File: src/rtl/adc_scan_scheduler.sv
// Scan scheduler for the I2C ADC front-end: on each period tick, converts every channel
// set in ch_mask (ascending), streams the results out and tracks timeout/NACK/missed-tick errors.
module adc_scan_scheduler #(
  parameter int unsigned PERIOD_W    = 22,
  parameter int unsigned TIMEOUT_CYC = 4096,
  parameter int unsigned CNT_W       = 8
) (
  input  logic                clk,
  input  logic                rst,
  input  logic                enable,
  input  logic [3:0]          ch_mask,
  input  logic [PERIOD_W-1:0] period,
  input  logic                err_clr,
  output logic                adc_start,
  output logic [1:0]          adc_channel,
  input  logic                adc_done,
  input  logic [11:0]         adc_data,
  input  logic                adc_nack,
  output logic                smp_valid,
  input  logic                smp_ready,
  output logic [11:0]         smp_data,
  output logic [1:0]          smp_ch,
  output logic                scan_done,
  output logic                timeout_err,
  output logic                nack_err,
  output logic [CNT_W-1:0]    missed_ticks
);

  localparam int unsigned TMO_W = $clog2(TIMEOUT_CYC);

  typedef enum logic [1:0] {IDLE, ISSUE, WAIT_DONE, PUSH} state_e;

  state_e              state_q, state_d;
  logic [PERIOD_W-1:0] timer_q, timer_d, period_eff;
  logic                pending_q, pending_d, tick;
  logic [3:0]          scan_mask_q, scan_mask_d, rem_mask;
  logic [TMO_W-1:0]    tmo_q, tmo_d;
  logic                adc_start_q, adc_start_d;
  logic [1:0]          adc_channel_q, adc_channel_d;
  logic                smp_valid_q, smp_valid_d;
  logic [11:0]         smp_data_q, smp_data_d;
  logic [1:0]          smp_ch_q, smp_ch_d;
  logic                scan_done_q, scan_done_d;
  logic                timeout_err_q, timeout_err_d;
  logic                nack_err_q, nack_err_d;
  logic [CNT_W-1:0]    missed_q, missed_d;
  logic                consume, advance, set_to, set_nack;

  function automatic logic [1:0] lowest(input logic [3:0] m);
    if (m[0])      return 2'd0;
    else if (m[1]) return 2'd1;
    else if (m[2]) return 2'd2;
    else           return 2'd3;
  endfunction

  // Period timer and tick bookkeeping; disabling discards any pending tick
  always_comb begin
    period_eff = (period == '0) ? PERIOD_W'(1) : period;
    tick       = enable && (timer_q >= period_eff - PERIOD_W'(1));
    timer_d    = (!enable || tick) ? '0 : timer_q + PERIOD_W'(1);
    if (!enable)       pending_d = 1'b0;
    else if (tick)     pending_d = 1'b1;
    else if (consume)  pending_d = 1'b0;
    else               pending_d = pending_q;
    if (tick && pending_q)
      missed_d = (missed_q == '1) ? missed_q : missed_q + CNT_W'(1);
    else if (err_clr)
      missed_d = '0;
    else
      missed_d = missed_q;
    timeout_err_d = set_to   | (timeout_err_q & ~err_clr);
    nack_err_d    = set_nack | (nack_err_q & ~err_clr);
  end

  // Scan sequencer
  always_comb begin
    state_d       = state_q;
    scan_mask_d   = scan_mask_q;
    tmo_d         = tmo_q;
    adc_start_d   = 1'b0;
    adc_channel_d = adc_channel_q;
    smp_valid_d   = smp_valid_q;
    smp_data_d    = smp_data_q;
    smp_ch_d      = smp_ch_q;
    scan_done_d   = 1'b0;
    consume       = 1'b0;
    advance       = 1'b0;
    set_to        = 1'b0;
    set_nack      = 1'b0;
    rem_mask      = '0;

    case (state_q)
      IDLE: begin
        if (pending_q && enable) begin
          consume     = 1'b1;
          scan_mask_d = ch_mask;
          if (ch_mask != '0) begin
            state_d       = ISSUE;
            adc_channel_d = lowest(ch_mask);
            adc_start_d   = 1'b1;
          end
        end
      end
      ISSUE: begin
        state_d = WAIT_DONE;
        tmo_d   = '0;
      end
      WAIT_DONE: begin
        if (adc_done) begin
          if (adc_nack) begin
            set_nack = 1'b1;
            advance  = 1'b1;
          end else begin
            smp_data_d  = adc_data;
            smp_ch_d    = adc_channel_q;
            smp_valid_d = 1'b1;
            state_d     = PUSH;
          end
        end else if (tmo_q == TMO_W'(TIMEOUT_CYC - 1)) begin
          set_to  = 1'b1;
          advance = 1'b1;
        end else begin
          tmo_d = tmo_q + TMO_W'(1);
        end
      end
      PUSH: begin
        if (smp_valid_q && smp_ready) begin
          smp_valid_d = 1'b0;
          advance     = 1'b1;
        end
      end
      default: state_d = IDLE;
    endcase

    // Retire current channel; a disabled scheduler abandons the rest of the scan silently
    if (advance) begin
      rem_mask    = scan_mask_q & ~(4'b0001 << adc_channel_q);
      scan_mask_d = rem_mask;
      if (!enable) begin
        state_d = IDLE;
      end else if (rem_mask != '0) begin
        state_d       = ISSUE;
        adc_channel_d = lowest(rem_mask);
        adc_start_d   = 1'b1;
      end else begin
        state_d     = IDLE;
        scan_done_d = 1'b1;
      end
    end
  end

  always_ff @(posedge clk or posedge rst) begin
    if (rst) begin
      state_q       <= IDLE;
      timer_q       <= '0;
      pending_q     <= 1'b0;
      scan_mask_q   <= '0;
      tmo_q         <= '0;
      adc_start_q   <= 1'b0;
      adc_channel_q <= '0;
      smp_valid_q   <= 1'b0;
      smp_data_q    <= '0;
      smp_ch_q      <= '0;
      scan_done_q   <= 1'b0;
      timeout_err_q <= 1'b0;
      nack_err_q    <= 1'b0;
      missed_q      <= '0;
    end else begin
      state_q       <= state_d;
      timer_q       <= timer_d;
      pending_q     <= pending_d;
      scan_mask_q   <= scan_mask_d;
      tmo_q         <= tmo_d;
      adc_start_q   <= adc_start_d;
      adc_channel_q <= adc_channel_d;
      smp_valid_q   <= smp_valid_d;
      smp_data_q    <= smp_data_d;
      smp_ch_q      <= smp_ch_d;
      scan_done_q   <= scan_done_d;
      timeout_err_q <= timeout_err_d;
      nack_err_q    <= nack_err_d;
      missed_q      <= missed_d;
    end
  end

  assign adc_start    = adc_start_q;
  assign adc_channel  = adc_channel_q;
  assign smp_valid    = smp_valid_q;
  assign smp_data     = smp_data_q;
  assign smp_ch       = smp_ch_q;
  assign scan_done    = scan_done_q;
  assign timeout_err  = timeout_err_q;
  assign nack_err     = nack_err_q;
  assign missed_ticks = missed_q;

endmodule
File: config.mk
export PLATFORM = sky130hd
export DESIGN_NAME = adc_scan_scheduler
export DESIGN_NICKNAME = d
export VERILOG_FILES = /design/src/rtl/adc_scan_scheduler.sv
export SDC_FILE = /design/constraint.sdc
export NUM_CORES = 1
export LEC_CHECK = 0
export BUFFER_PORTS_ARGS = -buffer_cell sky130_fd_sc_hd__buf_2
export CORE_MARGIN = 4
export CORE_UTILIZATION = 50
export DETAILED_ROUTE_END_ITERATION = 10
export PLACE_DENSITY = 0.8
export REMOVE_ABC_BUFFERS = 1
export SLEW_MARGIN = 30
export SYNTH_ARGS = -nofsm -noshare
export SYNTH_HDL_FRONTEND = slang
export SYNTH_SLANG_ARGS = --single-unit
File: constraint.sdc
create_clock -name clk -period 5.3 [get_ports clk]
set_clock_uncertainty 0.2 [all_clocks]
set_input_delay 1.06 -clock clk [delete_from_list [all_inputs] [get_ports clk]]
set_output_delay 1.06 -clock clk [all_outputs]
set_load 0.01 [all_outputs]
Word level (Yosys, flattened, before mapping):

Index checks and enable logic that the tools add are counted.

* memories: 0
* word-level logic and storage cells: 124
* register bits after elaboration: 70
* RAM bits: 0
* output and inout bits: 29
* bits in read-only memories: 0
* input bits: 45
* bits in latches: 0

* reduce and logical (&&, ||, !) cells: 22
* equal/unequal tests: 16
* muxes and demuxes: 58
* add/sub/neg operators: 4
* magnitude comparators: 1
* $mul: 0
* bitwise logic cells: 8
* shift operators: 1
* divide/modulo/power cells: 0

Operator list (count)
* $mux 22: 2
* $mux 2: 15
* $mux 1: 29
* $mux 12: 2
* $mux 8: 3
* $pmux 12 s2: 1
* $add 22x1->22 const B: 1
* $ge 22x22->1: 1
* $logic_not 22->1: 1
* $sub 22x1->22 const B: 1
* $add 12x1->12 const B: 1
* $eq 12x12->1 const B: 1
* $mux 4: 3
* $ne 2x2->1 const B: 6
* $ne 3x3->1 const B: 4
* $reduce_bool 4->1: 3
* $reduce_bool 2->1: 5
* $add 8x1->8 const B: 1
* $eq 8x8->1 const B: 1
* $pmux 2 s3: 1
* $reduce_and 3->1: 2
* $reduce_and 5->1: 1
* $and 4x4->4: 1
* $eq 2x2->1 const B: 2
* other kinds (14): 22

Depth between registers and ports, before layout:

Gate-level depths: netlist of the first run.

* word-level depth: 9
* gate-level depth with buffers: 19
* gate-level depth less buffers: 18

Least setup slack after synthesis of the first run:

OpenSTA, ideal clock, no wires.

* kind: input -> register
* start: input port period[7]
* end: register missed_q[0], in the netlist missed_ticks[0]
* stages: 19
* slack: 0.304 ns
* setup time: 0.125 ns
* data arrival time: 4.671 ns
* path buffers: 1
* data required time: 4.975 ns
* cell sequence: or4_1 -> or4_1 -> nor2_1 -> a21oi_1 -> ha_1 -> nand2b_1 -> or2_2 -> nor2_1 -> nand2_1 -> xor2_1 -> ha_1 -> nand4_1 -> or2_2 -> nor4b_1 -> a211o_1 -> o21a_1 -> buf_2 -> mux2i_1 -> mux2_2

* word-level cells in the longest chain between the ends: 8
* elaborated cells on any way between the ends: 10
* classes of those cells: add/sub (1); order compare (1); eq/ne (1); mux (2); reduce/logical (5)

Ends and longest elaborated chain
* start: declaration: line 12 `input logic [PERIOD_W-1:0] period,`
* $logic_not 22->1: line 58 `period_eff = (period == '0) ? PERIOD_W'(1) : period;`
* $mux 22 *: line 58
* $sub 22x1->22 *: line 59 `tick = enable && (timer_q >= period_eff - PERIOD_W'(1));`
* $ge 22x22->1 *: line 59
* $logic_and 1x1->1 *: line 59
* $logic_and 1x1->1 *: line 65 `if (tick && pending_q)`
* $ne 2x2->1 (no source line) or $reduce_bool 2->1 (tied branches)
* $reduce_and 2->1 (no source line)
* end signal: assignment: line 182 `missed_q <= missed_d;`
* end: declaration: line 46 `logic [CNT_W-1:0] missed_q, missed_d;`

Mark *: on every way between the ends. The rest lies on a longest branch, timed or not.
A chain may end at the register's enable or synchronous reset.

Worst setup path after layout of the first run:

* start: input port period[8]
* end: register missed_q[5], in the netlist missed_ticks[5]

Same word-level chain as after synthesis.

==> results of run 1 <==
-- layout make-up --
| cell class | instances | area (sq um) | area share (%) |
|---|---|---|---|
| Sequential cell | 70 | 1750 | 35.2 |
| Clock inverter | 6 | 70.1 | 1.41 |
| Clock buffer | 10 | 138 | 2.76 |
| Tap cell | 105 | 131 | 2.64 |
| Timing Repair Buffer | 81 | 425 | 8.54 |
| Inverter | 15 | 56.3 | 1.13 |
| Multi-Input combinational cell | 358 | 2410 | 48.4 |
-- layout by cell type (no fill, tap or decap), types with 3 or more instances in the layout --
cell | Yosys | layout
or3_1 | 3 | 3
xnor2_1 | 22 | 22
nand2_1 | 34 | 34
o21a_1 | 4 | 3
buf_4 | 0 | 8
ha_1 | 31 | 31
o21ai_0 | 26 | 26
clkinvlp_4 | 0 | 3
nor2_1 | 56 | 56
nand3_1 | 20 | 20
dfrtp_1 | 70 | 70
inv_1 | 15 | 14
xor2_1 | 25 | 25
nand4_1 | 9 | 9
nor4_1 | 4 | 4
nor3_1 | 8 | 8
nand2b_1 | 6 | 6
a22oi_1 | 4 | 4
and3_1 | 13 | 13
or2_2 | 3 | 3
a21oi_1 | 24 | 24
or4_1 | 3 | 3
mux2_2 | 14 | 14
a21o_1 | 4 | 4
nor2b_1 | 9 | 9
and2_1 | 4 | 4
clkbuf_8 | 0 | 10
mux2i_1 | 4 | 4
buf_2 | 1 | 73
-- power groups by stage --
stage               combinational [mW]  clock [mW]  sequential (mW)
floorplan                        0.245           0            0.722
global placement                 0.422           0            0.699
CTS                              0.445       0.452            0.694
detailed placement               0.440           0            0.702
global route                     0.497       0.473            0.708
finish                           0.444       0.442            0.695
-- layer usage --
layer	global-route usage [%]	part of all wire [%]	vias to the layer above
met3	3.68	5.1	12
met5	0	0	-
li1	-	-	1765
met1	24.8	45	1700
met2	32.7	48	84
met4	7.05	1.4	0
-- cells in the mapped netlist, drive strengths merged, types with 2 or more instances --
| master | number | area share, % |
|---|---|---|
| dfrtp | 70 | 41 |
| nor2 | 56 | 4.9 |
| nand2 | 34 | 3.0 |
| ha | 31 | 9.1 |
| o21ai | 26 | 3.1 |
| xor2 | 25 | 5.2 |
| a21oi | 24 | 2.8 |
| xnor2 | 22 | 4.5 |
| nand3 | 20 | 2.4 |
| inv | 15 | 1.3 |
| mux2 | 14 | 3.7 |
| and3 | 13 | 1.9 |
| nor3 | 10 | 1.4 |
| nand4 | 9 | 1.3 |
| nor2b | 9 | 1.3 |
| nand2b | 6 | 0.88 |
| clkbuf | 5 | 0.44 |
| nor4 | 5 | 1.1 |
| a21o | 4 | 0.71 |
| a22oi | 4 | 0.71 |
| and2 | 4 | 0.59 |
| mux2i | 4 | 0.94 |
| o21a | 4 | 0.71 |
| or2 | 4 | 0.59 |
| or4 | 4 | 0.79 |
| or3 | 3 | 0.44 |
| a211o | 2 | 0.41 |
| a21boi | 2 | 0.35 |
| a22o | 2 | 0.41 |
| a311oi | 2 | 0.41 |
| and4 | 2 | 0.41 |
| buf | 2 | 0.38 |
-- per-stage QoR --
stage	area, sq um	setup slack [ns]	utilization [%]
2_1_floorplan	4220	0.299	-
3_3_place_gp	4770	0.0893	57.8
3_5_place_dp	4770	-0.0454	57.8
4_1_cts	4980	0.325	60.3
5_1_grt	4980	0.0317	60.3
6_report	4980	0.400	60.3
-- worst paths after layout --
path / start / end / cells after the start
max: period[8] / missed_ticks[5]$_DFFE_PP0P_ / 20
min: smp_ch[1]$_DFFE_PP0P_ / smp_ch[1]$_DFFE_PP0P_ / 2
max reg2reg: timer_q[3]$_DFF_PP0_ / missed_ticks[6]$_DFFE_PP0P_ / 9
min reg2reg: smp_ch[1]$_DFFE_PP0P_ / smp_ch[1]$_DFFE_PP0P_ / 2
max in group asynchronous: rst / missed_ticks[0]$_DFFE_PP0P_ / 3
min in group asynchronous: rst / smp_data[3]$_DFFE_PP0P_ / 2
-- logic make-up (layout without fill, tap and decap cells) --
logic type,count (synthesis),in the layout,share of synthesized area (%)
and+or+nand+nor,183,183,22.0
AOI/OAI and AO/OA,79,79,11.2
DFF,70,70,41.2
xor gates and xnor gates,47,47,9.68
adders and majority gates,31,31,9.12
buffers and inverters,22,112,2.15
muxes,18,18,4.65
-- worst min-delay path, delay by kind of cell, from the launching register on --
kind | cells | cell delay [ns]
flops | 1 | 0.35
compound gates | 1 | 0.06
simple gates | 1 | 0.05
-- state kept, by name, indices dropped and copies added, names as in the netlist, 2 cells and up --
register,count
missed_ticks,8
smp_data,12
tmo_q,12
adc_channel,2
timer_q,22
state_q,2
scan_mask_q,4
smp_ch,2
==> results.toml, run 1 <==
[global_route]
grt_util_all_layers_pct = 19.4
grt_overflow = 0
grt_first_pass_wirelength_um = 15800
grt_pass1_vias = 3561
antenna_found_initial = 0
grt_max_degree = 40

[floorplan]
core_area_sq_um = 8260
die_area_sq_um = 10000
num_io_pins = 74
initial_core_util_pct = 51.5
die_y_um = 100
fp-row-count = 33
die_w_um = 100

[timing]
fin_tns_setup_ns = 0
worstMarginPinSlew_ns = 0.715
fin_crit_sh_pct = 92.4
finalMaxSlewViolations = 0
finalSetupViolCount = 0
slew_headroom_pct = 52.2
fin_crit_ns = 4.90
rsz0062_at_grt = "false"
hold_viol = 0
fmax_mhz = 204
holdWs_ns = 0.294

[pwr]
ir_drop_uv = 323
p_per_area_nw_per_um2 = 317
swShare_pct = 33.8
p_total_mw = 1.58
cell_internal_pwr_mw = 1.05
power_switching_mw = 0.535
power_leakage_nw = 2.36
p_clk_share_pct = 28.0
combPwrFrac_pct = 28.1
pwr-share-seq_pct = 44.0

[synth]
syn-instance-count = 450
synth.yosys.seq_area_share_pct = 41.2
synth_area_per_cell_sq_um = 9.45
synth_edf_count = 0
ys.warnings.count = 0
yosysUniqueCellTypes = 50
async_flop_share_pct = 100
synth_top_flop_cell = "dfrtp_1"
synth_seq_cells = 70
netlist_area_sq_um = 4250

[drt]
via_per_inst = 5.52
first_pass_iters = 4
postRouteAntennaNets = 0
wirelength_um = 9250
routedWlPerCell_um = 14.3
drtIter0Drc = 181
vias = 3561
drcViolationCount = 0

[clock_tree]
cts.clk_slew.worst_paths_ns = 0.08
cts_resized = 0
cts.sinks = 70
cts_setup_buffers = 0
cts_buffers = 9
cts_buffer_depth = 2
worstSkewPairLatency_ns = 0.35
cts_root_buffer = "clkbuf_8"
cts_max_level = 3
cts_tree = "built"
ctsHoldBuffers = 0

[critical_path]
worstSetupPathType = "in2reg"
critPathArrivalTime_ns = 4.96
r2r_setup_slack_ns = 2.59
critPathCaptureType = "flip-flop"
required_ns = 5.36
worst-path-buf-inv = 2
critPathTopFamily = "simple AND/OR/NAND/NOR gates"
start_kind = "input pin"
cp_slowest_cell = "or4_1"
cpPeakStageDelay_ns = 0.53
crit_fanout = 8
path_cells = "buf_2, or4_1, or4_1, nor2_1, a21oi_1, ha_1, nand2b_1, or2_2, nor2_1, nand2_1, xor2_1, ha_1, nand4_1, or2_2, nor4b_1, a211o_1, o21a_2, buf_4, nor2b_1, a311oi_1"

[outcome]
status = "finished, final reports clean"

[finish]
nets = 611
area_delta_synth_final_pct = 17.2
drive_gt1_share_pct = 22.4
antenna_cells = 0
num-fill-cells = 710
final_cells = 645

[place]
gp_congestion = 0.885
place_inst = 629
port_buffers = 73
dp_hpwl_um = 7020

[min_path]
hold_class = "reg2reg"

[job]
max-cap-violations = 0
(Power assumes the default switching activity.)
==> inputs of run 2 (changes only) <==
--- a/config.mk
+++ b/config.mk
@@ -6,9 +6,11 @@
 export NUM_CORES = 1
 export LEC_CHECK = 0
 export BUFFER_PORTS_ARGS = -buffer_cell sky130_fd_sc_hd__buf_2
+export CORE_ASPECT_RATIO = 0.75
 export CORE_MARGIN = 4
 export CORE_UTILIZATION = 50
 export DETAILED_ROUTE_END_ITERATION = 10
+export GPL_TIMING_DRIVEN = 0
 export PLACE_DENSITY = 0.8
 export REMOVE_ABC_BUFFERS = 1
 export SLEW_MARGIN = 30
==> results.toml, run 2 (synthesized netlist as in run 1, its figures left out) <==
[global_route]
antenna_found_initial = 0
grt_first_pass_wirelength_um = 16000
grt_overflow = 0
grt_pass1_vias = 3577
grt_util_all_layers_pct = 19.8
grt_max_degree = 46

[timing]
worstMarginPinSlew_ns = 0.773
fin_crit_ns = 5.10
finalSetupViolCount = 0
fmax_mhz = 196
fin_tns_setup_ns = 0
slew_headroom_pct = 48.3
hold_viol = 0
finalMaxSlewViolations = 0
fin_crit_sh_pct = 96.2
worst_slack_ns = 0.199

[clock_tree]
cts_tree = "built"
cts_buffers = 9
cts_buffer_depth = 2
cts.sinks = 70
worstSkewPairLatency_ns = 0.33
cts_max_level = 3
cts_root_buffer = "clkbuf_16"
cts.clk_slew.worst_paths_ns = 0.05
ctsHoldBuffers = 0

[place]
place_inst = 622
dp_hpwl_um = 7140
gp_congestion = 0.819
pre_cts_slack_ns = -0.431
port_buffers = 73

[pwr]
power_leakage_nw = 2.42
ir_drop_uv = 212
p_total_mw = 1.82
p_per_area_nw_per_um2 = 355

[job]
max-cap-violations = 0

[finish]
num-fill-cells = 670
regMostFlops = "timer_q"
area_delta_synth_final_pct = 20.9
layout_common_cells = "buf_2 (73), dfrtp_1 (70), nor2_1 (54), nand2_1 (33), ha_1 (31)"
final_cells = 640
nets = 606
postLayoutCoreUtil_pct = 63.5
final_common_cell = "buf_2"
largest_reg_flops = 22
antenna_cells = 0
drive_gt1_share_pct = 22.4

[critical_path]
start_kind = "input pin"
crit_path_start = "period[7]"
r2r-start = "timer_q[3]$_DFF_PP0_"
critPathCaptureType = "flip-flop"
required_ns = 5.37
crit_fanout = 10
worstSetupPathType = "in2reg"
critPathArrivalTime_ns = 5.17
r2r_cells = 8

[floorplan]
num_io_pins = 74
die_y_um = 87.9
initial_core_util_pct = 52.5
die_w_um = 114
die_area_sq_um = 10100
core_area_sq_um = 8090
fp-row-count = 28

[drt]
postRouteAntennaNets = 0
vias = 3578
via_per_inst = 5.59
first_pass_iters = 4
drtIter0Drc = 172
drcViolationCount = 0
wirelength_um = 9670
routedWlPerCell_um = 15.1

[min_path]
hp-start = "smp_ch[1]$_DFFE_PP0P_"
hold_class = "reg2reg"
whs_path_depth = 2

[outcome]
status = "finished, final reports clean"
[run 2: per-stage QoR]
| stage | instance area, sq um | hold WS, ns |
|---|---|---|
| after detailed placement | 4740 | 0.285 |
| final | 5140 | 0.291 |
| after global routing | 5140 | 0.309 |
| after CTS | 5100 | 0.298 |
| after global placement | 4710 | 0.269 |
| after floorplan | 4220 | 0.292 |
[run 2: worst paths after layout]
path                                                to  slack, ns
hold / removal                   smp_ch[1]$_DFFE_PP0P_       0.29
max in group asynchronous  missed_ticks[0]$_DFFE_PP0P_       3.87
setup / recovery           missed_ticks[0]$_DFFE_PP0P_       0.20
setup reg to reg           missed_ticks[5]$_DFFE_PP0P_       2.56
min in group asynchronous          adc_start$_DFF_PP0_       0.50
hold reg to reg                  smp_ch[1]$_DFFE_PP0P_       0.29
[run 2: repair_timing]
action / 4_1_cts / 5_1_grt
endpoints found under the setup margin: 25 / 29
pin swaps: 0 / 2
resized for setup: 2 / 7
cloned: 0 / 0
buffers inserted: 0 / 2
[run 2: power by group]
part | switching, mW | internal (mW) | total, mW | leakage, nW
Clock | 0.223 | 0.473 | 0.696 | 0.166
Combinational | 0.239 | 0.195 | 0.434 | 1.33
Sequential | 0.0736 | 0.620 | 0.694 | 0.924
Total | 0.536 | 1.29 | 1.82 | 2.42
[run 2: final cells by class]
type	count	area (sq um)	area share (%)
multi-input combinational	358	2440	47.5
sequential	70	1750	34.1
timing repair buffer	76	408	7.94
clock buffer	11	243	4.72
tap	105	131	2.56
clock inverter	5	106	2.07
inverter	15	58.8	1.14
[run 2: per-layer routing]
layer / global-route usage [%] / up-vias / wire length [um]
met5: 0 / - / 0
met4: 7.23 / 0 / 117
met3: 3.66 / 10 / 494
met2: 34.7 / 74 / 4820
met1: 24.7 / 1734 / 4240
li1: - / 1760 / -
[run 2: worst max-delay path, stage by stage]
cell and delay, ns:
buf_2 0.13, or4_4 0.57, or4_1 0.48, nor2_4 0.14, a21oi_1 0.13, ha_1 0.23
nand2b_1 0.12, or2_2 0.17, nor2_2 0.07, nand2_1 0.07, xor2_1 0.07, ha_1 0.29
nand4_1 0.12, or2_2 0.34, nor4b_1 0.32, a211o_1 0.22, o21a_4 0.21, mux2i_2 0.25
mux2_2 0.18
==> inputs of run 3 (changes only) <==
--- a/config.mk
+++ b/config.mk
@@ -5,6 +5,7 @@
 export SDC_FILE = /design/constraint.sdc
 export NUM_CORES = 1
 export LEC_CHECK = 0
+export ABC_AREA = 1
 export BUFFER_PORTS_ARGS = -buffer_cell sky130_fd_sc_hd__buf_2
 export CORE_ASPECT_RATIO = 0.75
 export CORE_MARGIN = 4
==> results.toml, run 3 <==
[drt]
met1Wirelength_um = 5270
via_per_inst = 5.28
drcViolationCount = 0
met2_length_um = 5180
wl_met3_um = 674
first_pass_iters = 4
dr.max_layer_used = "met4"
postRouteAntennaNets = 0
drtIter0Drc = 270
vias = 4292
routedWlPerCell_um = 13.8
wirelength_um = 11200

[clock_tree]
cts_buffers = 9
cts_tree = "built"
worstSkewPairLatency_ns = 0.33
cts_root_buffer = "clkbuf_16"
cts_buffer_depth = 2
ctsHoldBuffers = 0
cts_setup_buffers = 0
cts.clk_slew.worst_paths_ns = 0.06
cts_resized = 0
cts_max_level = 3
cts.sinks = 70

[pwr]
p_per_area_nw_per_um2 = 331
ir_drop_uv = 248
power_leakage_nw = 2.79

[synth]
synthMuxAreaShare_pct = 2.88
ys_top_cells_by_count = "nand2_1 (122), inv_1 (77), nor2_1 (75)"
synth_adder_area_share_pct = 8.27
yosysUniqueCellTypes = 43
ys.warnings.count = 0
synth.yosys.seq_area_share_pct = 37.3
async_flop_share_pct = 100
synthTopCellsByArea = "dfrtp_1 (37%), nand2_1 (9.8%), ha_1 (8.3%), inv_1 (6.2%), nor2_1 (6.0%)"
synth_largest_area_cell = "dfrtp_1"
synth_most_common_cell = "nand2_1"
synth_top_family_by_area = "simple AND/OR/NAND/NOR gates"
syn-instance-count = 599
netlist_area_sq_um = 4690
synth_edf_count = 0
synth_area_per_cell_sq_um = 7.83
synth_compound_area_share_pct = 8.29
synth_top_flop_cell = "dfrtp_1"
synth_top_area_share_pct = 37.3
yosys.area_share.simple_pct = 30.1
synth_seq_cells = 70
synth_xor_area_share_pct = 5.79

[timing]
slew_headroom_pct = 57.8
worstMarginPinSlew_ns = 0.631
hold_viol = 0
fmax_mhz = 208
fin_crit_ns = 4.80
fin_crit_sh_pct = 90.6
finalMaxSlewViolations = 0
rsz0062_at_grt = "false"
finalSetupViolCount = 0
fin_tns_setup_ns = 0

[job]
max-cap-violations = 0

[floorplan]
core_area_sq_um = 9080
die_y_um = 91.9
fp-row-count = 30
num_io_pins = 74
die_w_um = 120
initial_core_util_pct = 51.7
die_area_sq_um = 11000

[outcome]
status = "finished, final reports clean"

[min_path]
hold_class = "reg2reg"

[place]
postPlaceCellArea_sq_um = 5200
gp_congestion = 0.845
dp_hpwl_um = 8750
port_buffers = 73

[critical_path]
required_ns = 5.34
critPathCaptureType = "flip-flop"
start_kind = "input pin"
critPathArrivalTime_ns = 4.84
worstSetupPathType = "in2reg"
crit_fanout = 15

[finish]
multi_input_area_sq_um = 2590
num-fill-cells = 822
final_common_cell = "nand2_1"
largest_reg_flops = 22
regArea_sq_um = 1750
antenna_cells = 0
area_delta_synth_final_pct = 17.2
nets = 756
layout_common_cells = "nand2_1 (122), inv_1 (76), nor2_1 (75), buf_2 (73), dfrtp_1 (70)"
regMostFlops = "timer_q"
drive_gt1_share_pct = 19.1
design_area_sq_um = 5500

[global_route]
grt_max_degree = 38
grt_first_pass_wirelength_um = 18800
grt_overflow = 0
antenna_found_initial = 0
grt_util_all_layers_pct = 20.8
grt_pass1_vias = 4062
-- run 3: changes by cell type in the layout (fill, tap and decap cells not counted), moves of 6 or more --
cell / before / now
inv_1: 14 / 76
nor2_1: 54 / 75
and3_1: 13 / 1
nand2_1: 33 / 122
xnor2_1: 22 / 8
nor3_1: 8 / 14
nand2b_1: 6 / 0
nor2b_1: 9 / 0
nand3_1: 20 / 36
o21ai_0: 26 / 34
-- run 3: kinds of logic after synthesis --
| family | Yosys count |
|---|---|
| AND/OR/NAND/NOR | 297 |
| multiplexers | 12 |
| buffers and inverters | 86 |
| XOR/XNOR | 31 |
| flip-flops | 70 |
| adder cells (fa/ha/maj) | 31 |
| AO/OA/AOI/OAI | 72 |
-- run 3: through the flow --
stage	instances	utilization (%)	power (mW)	setup slack [ns]	hold slack [ns]
after floorplan	595	-	1.03	1.16	0.252
after global placement	796	57.0	1.19	0.350	0.270
after detailed placement	797	57.3	1.22	0.235	0.279
after CTS	813	60.5	1.83	0.559	0.292
after global routing	813	60.5	1.93	0.102	0.313
final	813	60.5	1.82	0.498	0.292
-- run 3: area by class of cell --
cell class | count | share of cell area, %
multi-input combinational | 443 | 47.2
sequential | 70 | 31.9
clock inverter | 7 | 1.32
inverter | 82 | 5.64
clock buffer | 9 | 4.10
tap | 128 | 2.91
timing repair buffer | 74 | 7.01
-- run 3: critical path, cell delays in order --
cell and delay [ns]:
buf_2 0.11, nor2_1 0.06, nand2_1 0.19, nor2_1 0.12, nand4_1 0.14, nand2_1 0.09, inv_1 0.18, ha_1 0.24
nand2_1 0.11, nor2_2 0.25, inv_1 0.14, nor4_1 0.32, xor2_1 0.17, inv_1 0.06, ha_1 0.27, nand2_1 0.10
inv_1 0.06, nand2_1 0.06, nand3_1 0.10, nor2_1 0.20, nand4_4 0.20, nor2_4 0.24, inv_2 0.18, nor3b_1 0.20
-- run 3: metal layers --
metal  vias up  track usage (%)
met1      2020             29.6
met4         0             6.01
li1       2131                -
met2       127             32.5
met3        14             4.13
met5         -                0
-- run 3: power by group --
part           internal [mW]  switching, mW  leakage [nW]
Sequential             0.634         0.0677         0.932
Clock                  0.365          0.237         0.142
Combinational          0.199          0.317          1.72
Total                   1.20          0.622          2.79
-- run 3: worst paths after layout --
check / start / end / slack [ns] / depth (start not counted)
worst max-delay path: period[8] / timer_q[6]$_DFF_PP0_ / 0.50 / 24
worst min-delay path: scan_mask_q[0]$_DFFE_PP0P_ / scan_mask_q[0]$_DFFE_PP0P_ / 0.29 / 2
worst max register to register: timer_q[21]$_DFF_PP0_ / timer_q[6]$_DFF_PP0_ / 2.95 / 10
worst min register to register: scan_mask_q[0]$_DFFE_PP0P_ / scan_mask_q[0]$_DFFE_PP0P_ / 0.29 / 2
max in group asynchronous: rst / timer_q[13]$_DFF_PP0_ / 3.82 / 3
min in group asynchronous: rst / smp_data[6]$_DFFE_PP0P_ / 0.54 / 2
